$ cat config.mk
export PLATFORM = sky130hd
export DESIGN_NAME = mem_rq_initiator_flat
export DESIGN_NICKNAME = d
export VERILOG_FILES = /design/src/rtl/mem_rq_initiator_if.sv /design/src/rtl/mem_rq_initiator.sv /design/src/flat_wrapper.sv
export SDC_FILE = /design/constraint.sdc
export NUM_CORES = 1
export LEC_CHECK = 0
export ABC_AREA = 0
export BUFFER_PORTS_ARGS = -buffer_cell sky130_fd_sc_hd__buf_2
export CORE_MARGIN = 2
export CORE_UTILIZATION = 42
export DETAILED_ROUTE_END_ITERATION = 8
export GPL_TIMING_DRIVEN = 0
export PLACE_DENSITY = 0.76
export SYNTH_ARGS = -nofsm -noshare
export SYNTH_HDL_FRONTEND = slang
export SYNTH_SLANG_ARGS = --single-unit
$ cat constraint.sdc
create_clock -name clk -period 3.4 [get_ports clk]
set_input_delay 0.34 -clock clk [delete_from_list [all_inputs] [get_ports clk]]
set_output_delay 0.34 -clock clk [all_outputs]
set_load 0.05 [all_outputs]
$ cat src/rtl/mem_rq_initiator_if.sv
`default_nettype none
// ============================================================================
// Module   : mem_rq_initiator_if
// Purpose  : Bundles the client request/completion port and the responder
//            get/put port of mem_rq_initiator.
//            master = initiator view, slave = client + responder view.
// Signals  : cpu_req_*         client request (valid/ready)
//            cpu_rsp_*         client completion (valid/ready)
//            obtain_rq_get     {addr[64:33], iswrite[32], data[31:0]}
//            rdy/en_obtain_*   request get handshake
//            send_rs_put       response data
//            rdy/en_send_*     response put handshake
//            stray_rs          sticky unexpected-response flag
// Revision : 1.0 - initial release
// ============================================================================
interface mem_rq_initiator_if;
    logic        cpu_req_valid;
    logic        cpu_req_ready;
    logic [31:0] cpu_req_addr;
    logic        cpu_req_iswrite;
    logic [31:0] cpu_req_data;
    logic        cpu_rsp_valid;
    logic        cpu_rsp_ready;
    logic [31:0] cpu_rsp_data;
    logic        cpu_rsp_err;
    logic [64:0] obtain_rq_get;
    logic        rdy_obtain_rq_get;
    logic        en_obtain_rq_get;
    logic [31:0] send_rs_put;
    logic        en_send_rs_put;
    logic        rdy_send_rs_put;
    logic        stray_rs;

    modport master (
        input  cpu_req_valid, cpu_req_addr, cpu_req_iswrite, cpu_req_data,
        input  cpu_rsp_ready, en_obtain_rq_get, send_rs_put, en_send_rs_put,
        output cpu_req_ready, cpu_rsp_valid, cpu_rsp_data, cpu_rsp_err,
        output obtain_rq_get, rdy_obtain_rq_get, rdy_send_rs_put, stray_rs
    );

    modport slave (
        output cpu_req_valid, cpu_req_addr, cpu_req_iswrite, cpu_req_data,
        output cpu_rsp_ready, en_obtain_rq_get, send_rs_put, en_send_rs_put,
        input  cpu_req_ready, cpu_rsp_valid, cpu_rsp_data, cpu_rsp_err,
        input  obtain_rq_get, rdy_obtain_rq_get, rdy_send_rs_put, stray_rs
    );
endinterface
`default_nettype wire

$ cat src/rtl/mem_rq_initiator.sv
`default_nettype none
// ============================================================================
// Module   : mem_rq_initiator
// Purpose  : Initiator end of the 65-bit request / 32-bit response get/put
//            interface. Takes one load/store at a time from a client,
//            offers it to the responder, collects exactly one response (or
//            times out) and returns a completion to the client.
// Ports    : clk    - clock, all state on posedge
//            reset  - asynchronous, active-high
//            bus    - mem_rq_initiator_if.master (client + responder ports)
// Params   : TIMEOUT - cycles from REQ entry to error completion (>=2)
// Revision : 1.0 - initial release
// ============================================================================
module mem_rq_initiator #(
    parameter int TIMEOUT = 64
) (
    input  wire logic            clk,
    input  wire logic            reset,
    mem_rq_initiator_if.master   bus
);

    localparam int TW = $clog2(TIMEOUT + 1);

    typedef enum logic [1:0] {
        ST_IDLE = 2'd0,
        ST_REQ  = 2'd1,
        ST_WAIT = 2'd2,
        ST_RESP = 2'd3
    } state_t;

    state_t          state_q, state_d;
    logic [TW-1:0]   timer_q, timer_d;
    logic [64:0]     req_q, req_d;
    logic [31:0]     rsp_data_q, rsp_data_d;
    logic            rsp_err_q, rsp_err_d;
    logic            stray_q, stray_d;
    logic            cpu_req_ready_q, cpu_req_ready_d;
    logic            cpu_rsp_valid_q, cpu_rsp_valid_d;
    logic            rdy_obtain_q, rdy_obtain_d;
    logic            rdy_send_q, rdy_send_d;
    logic            expire;

    // The timer is zero in the first REQ cycle, so it reads TIMEOUT-1 in
    // the last cycle before the error completion becomes visible; this makes
    // cpu_rsp_valid rise exactly TIMEOUT cycles after REQ entry.
    assign expire = (timer_q == TW'(TIMEOUT - 1));

    always_comb begin
        state_d    = state_q;
        timer_d    = timer_q;
        req_d      = req_q;
        rsp_data_d = rsp_data_q;
        rsp_err_d  = rsp_err_q;

        if (((state_q == ST_REQ) || (state_q == ST_WAIT)) &&
            (timer_q != TW'(TIMEOUT))) begin
            timer_d = timer_q + TW'(1);
        end

        case (state_q)
            ST_IDLE: begin
                // Handshake uses the registered ready, which stays low for
                // the first cycle after reset release.
                if (bus.cpu_req_valid && cpu_req_ready_q) begin
                    req_d   = {bus.cpu_req_addr, bus.cpu_req_iswrite,
                               bus.cpu_req_iswrite ? bus.cpu_req_data : 32'h0};
                    timer_d = '0;
                    state_d = ST_REQ;
                end
            end
            ST_REQ: begin
                // Expiry withdraws the request even if the responder takes it
                // in the same cycle.
                if (expire) begin
                    rsp_data_d = 32'h0;
                    rsp_err_d  = 1'b1;
                    state_d    = ST_RESP;
                end else if (bus.en_obtain_rq_get) begin
                    state_d = ST_WAIT;
                end
            end
            ST_WAIT: begin
                // A response in the expiry cycle beats the timeout.
                if (bus.en_send_rs_put) begin
                    rsp_data_d = req_q[32] ? 32'h0 : bus.send_rs_put;
                    rsp_err_d  = 1'b0;
                    state_d    = ST_RESP;
                end else if (expire) begin
                    rsp_data_d = 32'h0;
                    rsp_err_d  = 1'b1;
                    state_d    = ST_RESP;
                end
            end
            default: begin
                if (bus.cpu_rsp_ready && cpu_rsp_valid_q) begin
                    state_d = ST_IDLE;
                end
            end
        endcase

        stray_d = stray_q | (bus.en_send_rs_put && (state_q != ST_WAIT));

        // Moore outputs registered from the next state so that all of them
        // are held at zero throughout reset.
        cpu_req_ready_d = (state_d == ST_IDLE);
        cpu_rsp_valid_d = (state_d == ST_RESP);
        rdy_obtain_d    = (state_d == ST_REQ);
        rdy_send_d      = (state_d == ST_WAIT);
    end

    always_ff @(posedge clk or posedge reset) begin
        if (reset) begin
            state_q         <= ST_IDLE;
            timer_q         <= '0;
            req_q           <= '0;
            rsp_data_q      <= '0;
            rsp_err_q       <= 1'b0;
            stray_q         <= 1'b0;
            cpu_req_ready_q <= 1'b0;
            cpu_rsp_valid_q <= 1'b0;
            rdy_obtain_q    <= 1'b0;
            rdy_send_q      <= 1'b0;
        end else begin
            state_q         <= state_d;
            timer_q         <= timer_d;
            req_q           <= req_d;
            rsp_data_q      <= rsp_data_d;
            rsp_err_q       <= rsp_err_d;
            stray_q         <= stray_d;
            cpu_req_ready_q <= cpu_req_ready_d;
            cpu_rsp_valid_q <= cpu_rsp_valid_d;
            rdy_obtain_q    <= rdy_obtain_d;
            rdy_send_q      <= rdy_send_d;
        end
    end

    assign bus.cpu_req_ready     = cpu_req_ready_q;
    assign bus.cpu_rsp_valid     = cpu_rsp_valid_q;
    assign bus.cpu_rsp_data      = rsp_data_q;
    assign bus.cpu_rsp_err       = rsp_err_q;
    assign bus.obtain_rq_get     = req_q;
    assign bus.rdy_obtain_rq_get = rdy_obtain_q;
    assign bus.rdy_send_rs_put   = rdy_send_q;
    assign bus.stray_rs          = stray_q;

endmodule
`default_nettype wire
$ cat src/flat_wrapper.sv
// flat-port wrapper written by rule: the top's interface ports become plain ports
module mem_rq_initiator_flat 
#(
    parameter int TIMEOUT = 64
)
  (clk, reset, bus_cpu_req_valid, bus_cpu_req_addr, bus_cpu_req_iswrite, bus_cpu_req_data, bus_cpu_rsp_ready, bus_en_obtain_rq_get, bus_send_rs_put, bus_en_send_rs_put, bus_cpu_req_ready, bus_cpu_rsp_valid, bus_cpu_rsp_data, bus_cpu_rsp_err, bus_obtain_rq_get, bus_rdy_obtain_rq_get, bus_rdy_send_rs_put, bus_stray_rs);
  mem_rq_initiator_if bus_i ();
  input  wire logic clk;
  input  wire logic reset;
  input wire logic [$bits(bus_i.cpu_req_valid)-1:0] bus_cpu_req_valid;
  input wire logic [$bits(bus_i.cpu_req_addr)-1:0] bus_cpu_req_addr;
  input wire logic [$bits(bus_i.cpu_req_iswrite)-1:0] bus_cpu_req_iswrite;
  input wire logic [$bits(bus_i.cpu_req_data)-1:0] bus_cpu_req_data;
  input wire logic [$bits(bus_i.cpu_rsp_ready)-1:0] bus_cpu_rsp_ready;
  input wire logic [$bits(bus_i.en_obtain_rq_get)-1:0] bus_en_obtain_rq_get;
  input wire logic [$bits(bus_i.send_rs_put)-1:0] bus_send_rs_put;
  input wire logic [$bits(bus_i.en_send_rs_put)-1:0] bus_en_send_rs_put;
  output wire logic [$bits(bus_i.cpu_req_ready)-1:0] bus_cpu_req_ready;
  output wire logic [$bits(bus_i.cpu_rsp_valid)-1:0] bus_cpu_rsp_valid;
  output wire logic [$bits(bus_i.cpu_rsp_data)-1:0] bus_cpu_rsp_data;
  output wire logic [$bits(bus_i.cpu_rsp_err)-1:0] bus_cpu_rsp_err;
  output wire logic [$bits(bus_i.obtain_rq_get)-1:0] bus_obtain_rq_get;
  output wire logic [$bits(bus_i.rdy_obtain_rq_get)-1:0] bus_rdy_obtain_rq_get;
  output wire logic [$bits(bus_i.rdy_send_rs_put)-1:0] bus_rdy_send_rs_put;
  output wire logic [$bits(bus_i.stray_rs)-1:0] bus_stray_rs;
  assign bus_i.cpu_req_valid = bus_cpu_req_valid;
  assign bus_i.cpu_req_addr = bus_cpu_req_addr;
  assign bus_i.cpu_req_iswrite = bus_cpu_req_iswrite;
  assign bus_i.cpu_req_data = bus_cpu_req_data;
  assign bus_i.cpu_rsp_ready = bus_cpu_rsp_ready;
  assign bus_i.en_obtain_rq_get = bus_en_obtain_rq_get;
  assign bus_i.send_rs_put = bus_send_rs_put;
  assign bus_i.en_send_rs_put = bus_en_send_rs_put;
  assign bus_cpu_req_ready = bus_i.cpu_req_ready;
  assign bus_cpu_rsp_valid = bus_i.cpu_rsp_valid;
  assign bus_cpu_rsp_data = bus_i.cpu_rsp_data;
  assign bus_cpu_rsp_err = bus_i.cpu_rsp_err;
  assign bus_obtain_rq_get = bus_i.obtain_rq_get;
  assign bus_rdy_obtain_rq_get = bus_i.rdy_obtain_rq_get;
  assign bus_rdy_send_rs_put = bus_i.rdy_send_rs_put;
  assign bus_stray_rs = bus_i.stray_rs;
  mem_rq_initiator #(.TIMEOUT(TIMEOUT)) u_core (.clk(clk), .reset(reset), .bus(bus_i));
endmodule
# == After elaboration in Yosys (flattened, before gate mapping) ==
# Index checks and enable logic that the tools add are counted.
# totals
output_inout_bits,103
in_bits,103
ff_bits,112
# op_classes
eq_ne,8
n_bitwise,1
add_sub_neg,1
mux,18
reduce_logical,9
# ops
cell,count
two-way mux 32 bit,4
one-hot mux 32 bit (2 select lines),1
two-way mux 7 bit,3
two-way mux 2 bit,6
"adder 7 x 1 -> 7 bit, second input constant",1
"== test 7 x 6 -> 1 bit, second input constant",1
"!= test 7 bit, second input constant",1
"== test 2 bit, second input constant",3
one-hot mux 2 bit (3 select lines),1
"== test 2 x 1 -> 1 bit, second input constant",2
logical AND 1 bit,4
zero test 2 bit,2
two-way mux 1 bit,2
"!= test 2 bit, second input constant",1
one-hot mux 1 bit (2 select lines),1
AND reduction 2 bit,1
nonzero test 2 bit,1
logical OR 1 bit,1
bitwise OR 1 bit,1

# == Logic depth before layout (Yosys ltp) ==
# depth
word_depth,6
depth_mapped,8
depth_no_buf,8

# == Worst setup path before layout ==
# Ideal clock, no wire load.
# synth_timing
path_kind,reg-to-reg
start,reg u_core.state_q[1]
end,reg u_core.timer_q[5]
stages_incl_launch_ff,7
setup_ns,0.078
path_slack_ns,1.806
arrival_ns,1.516
t_required_ns,3.322
n_path_buf,1
cell_sequence,dfrtp_1 -> inv_1 -> ha_1 -> buf_2 -> nand4_1 -> or3_1 -> a21oi_1
# synth_between
elab_chain_len,6
elab_cells_between_ends,8
classes_between,2 x eq/ne; 3 x mux; 3 x reduce/logical
# synth_rtl
item,line,source
start: declaration,mem_rq_initiator.sv:31,"state_t state_q, state_d;"
start signal: assignment,mem_rq_initiator.sv:124,state_q <= state_d;
== test 2 x 1 -> 1 bit / == test 2 bit (equally long branches),mem_rq_initiator.sv:55,if (((state_q == ST_REQ) || (state_q == ST_WAIT)) &&
logical OR 1 bit,mem_rq_initiator.sv:55,
logical AND 1 bit,mem_rq_initiator.sv:55,
two-way mux 7 bit,mem_rq_initiator.sv:55,
two-way mux 7 bit,mem_rq_initiator.sv:64,if (bus.cpu_req_valid && cpu_req_ready_q) begin
two-way mux 7 bit (*),mem_rq_initiator.sv:60,case (state_q)
net u_core.timer_d[5],mem_rq_initiator.sv:32,"logic [TW-1:0] timer_q, timer_d;"
end signal: assignment,mem_rq_initiator.sv:125,timer_q <= timer_d;
end: declaration,mem_rq_initiator.sv:32,
# Mark *: on every way through the listed nets, which the timed path passes. The rest lies on a longest branch.
# A chain may end at the register's enable or synchronous reset.

# == Worst setup path in the final report ==
# layout_timing
start,reg u_core.state_q[0]
end,reg u_core.req_q[35] (netlist: u_core.bus.obtain_rq_get[35])
# layout_between
elab_chain_len,2
# layout_rtl
item,line,source
zero test 2 bit,mem_rq_initiator.sv:60,
AND reduction 2 bit (no line),--,
end signal: assignment,mem_rq_initiator.sv:126,req_q <= req_d;
end: declaration,mem_rq_initiator.sv:33,"logic [64:0] req_q, req_d;"
# No other way between the ends.

==> run summary <==
Final hold slack = 0.0332 ns
HP Class = input port to asynchronous set/reset pin
Rel. slew slack = 0.590
Die Footprint = 0.0113 mm^2
Final min period = 1.94 ns
Layout cells sized above 1 = 0.362
Grt ovf = 0
Dpl ws = 1.46 ns
Buffer levels on the longest clock path = 2
Post-DRT Antenna Nets = 0
Synth-to-Final Area Change = 32.3%
Post-CTS Hold Fix Bufs = 0
Vias = 3818
Largest fanout on the critical path = 10
Post-Synthesis Cells = 431
Synth Cell Area = 0.00438 mm^2
Core Area = 0.0102 mm^2
RSZ-0062 raised after global routing = no
Filler cells = 913
Cell area after layout = 0.00579 mm^2
Critical path class = flop to flop
CTS tree = yes
DR iter-0 viols = 307
Worst path depth = 7
Max cap viols = 0
Mapped Avg Cell Area = 10.2 um^2
Detailed-route DRC error count = 0
Starting Density = 0.428
CTS buffer count = 9
Crit start category = flop
Initial DRT Pass Iterations = 4
WP buf/inv = 3
Ys Warns = 0
Routability cong. = 0.832
Most used cell, CP = nand2_1
Post-synthesis async set-or-reset flop share = 1.00
Sequential fraction of the synthesis area = 0.640
Outcome = completed
Drt via density = 4.85
H-tree depth = 3
Slowest-stage cell, CP = dfrtp_1
Net count reported at finish = 757
Fmax = 516 MHz
Yosys reg bits = 112
Clock latency on the worst-skew pair = 0.37 ns
Antenna violations before repair = 0
N_diodes = 0
Final worst path period share = 0.570
Synth cell count leaders = nand2_1, dfrtp_1, nand3_1, a22o_1, clkbuf_1
Fin. Hold Viols = 0
Synthesized net count = 541
Top FF cell, synth = dfrtp_1
Post-synth EDFFs = 0
Wire length of the first global-routing pass = 17900 um
Placed cell areas = 0.00560 mm^2
P per Cell Area = 1150 mW/mm^2
Worst slew pin tran = 0.615 ns
Distinct cells, synth = 31
Clock Sinks = 112
Clock Skew = 0.00993 ns
Critical Path AT = 2.25 ns
Largest area contributor in the netlist = dfrtp_1
Pins over their slew limit = 0
Final Setup Violations = 0
Count leader, synth = nand2_1
Main area contributors after synthesis = dfrtp_1, nand2_1, a22o_1
WP data required = 3.71 ns
Max VDD drop = 0.575 mV
R2R cell count = 7
Critical Path Max Stage Delay = 0.43 ns
Post-DP HPWL = 8170 um
Leak = 3.36 nW
CTS root buffer = clkbuf_8
Port Buffers = 204
DR WL/cell = 13.8 um
Final worst setup slack = 1.46 ns
Routed wire length = 10900 um
Row Count = 37
Vias in the first global route = 3693
Post-CTS setup buffer count = 0
Die W = 106 um
Critical-path cell list = inv_1, ha_1, nand3_1, buf_2, buf_1, nand2_1, nand2_1
Crit. End Element = flop
Gr usage total = 0.198
Largest net degree at the start of global routing = 65
Die Ht = 106 um
Area fraction of the dominant cell type after synthesis = 0.640
Clock slew at reported path FFs = 0.10 ns
Flop-to-flop setup slack = 1.46 ns
Resize count post-CTS = 0
# IOs = 206
Kind of cell adding the most delay to the critical path = buffers and inverters
## kinds of logic after synthesis
family,count (synthesis),synth area share
compound gates,48,0.0886
simple gates,227,0.212
fa+ha+maj,7,0.0200
buf+inv,33,0.0311
flops,112,0.640
xor+xnor,4,0.00800
## final timing paths
kind                                      from                            to
hold reg to reg            u_core.bus.stray_rs           u_core.bus.stray_rs
setup / recovery             u_core.state_q[0]  u_core.bus.obtain_rq_get[35]
min in group clk           bus_cpu_req_addr[1]  u_core.bus.obtain_rq_get[34]
hold / removal                           reset   u_core.bus.cpu_rsp_data[20]
setup reg to reg             u_core.state_q[0]  u_core.bus.obtain_rq_get[35]
max in group asynchronous                reset             u_core.timer_q[1]
## power breakdown
| group | leakage (nW) | switching, W | internal (W) | total [W] |
|---|---|---|---|---|
| logic | 1.82 | 0.00278 | 0.000860 | 0.00364 |
| registers | 1.43 | 0.000325 | 0.00191 | 0.00224 |
| clock network | 0.104 | 0.000447 | 0.000341 | 0.000788 |
| total | 3.36 | 0.00355 | 0.00311 | 0.00666 |
## through the flow
step	utilization	power, W	cells	TNS (ns)
final	0.566	0.00666	788	0
after global routing	0.566	0.00706	788	0
after CTS	0.566	0.00671	788	0
after detailed placement	0.547	0.00591	772	0
after global placement	0.544	0.00581	771	-114.54
after floorplan	-	0.00500	431	0
## sequential cells by signal, summed over array words and instances (netlist names)
signal / flops
u_core.bus.cpu_req_ready: 1
u_core.bus.cpu_rsp_data: 32
u_core.bus.cpu_rsp_err: 1
u_core.bus.cpu_rsp_valid: 1
u_core.bus.obtain_rq_get: 65
u_core.bus.rdy_obtain_rq_get: 1
u_core.bus.rdy_send_rs_put: 1
u_core.bus.stray_rs: 1
u_core.state_q: 2
u_core.timer_q: 7
## placed cells by master, fill, tap and decap left out, drive strengths merged, types with 2 or more instances in the layout
cell type / netlist / routed
xor2: 3 / 3
o21ai: 3 / 3
clkinv: 0 / 4
buf: 13 / 218
inv: 7 / 9
a22o: 32 / 32
nand4: 2 / 2
or3: 2 / 2
nand2: 171 / 171
a21oi: 6 / 6
clkbuf: 13 / 22
dfrtp: 112 / 112
and2: 3 / 3
ha: 7 / 7
nor2: 8 / 8
nand3: 37 / 37
## cell type report
cell class	count	area, um^2	area share
clock buffers	9	124	0.0214
repair buffers	205	1050	0.181
multi-input cells	286	1440	0.249
plain buffers	26	110	0.0190
well taps	136	170	0.0294
flip-flops and latches	112	2800	0.484
inverters	7	28.8	0.00497
clock inverters	7	67.6	0.0117
## metal layers
metal | vias up | GRT usage | routed length, um
met5 | - | 0 | 0
met2 | 149 | 0.315 | 5220
li1 | 1848 | - | -
met4 | 0 | 0.0874 | 264
met3 | 22 | 0.0386 | 649
met1 | 1799 | 0.265 | 4720
(Power assumes the default switching activity.)
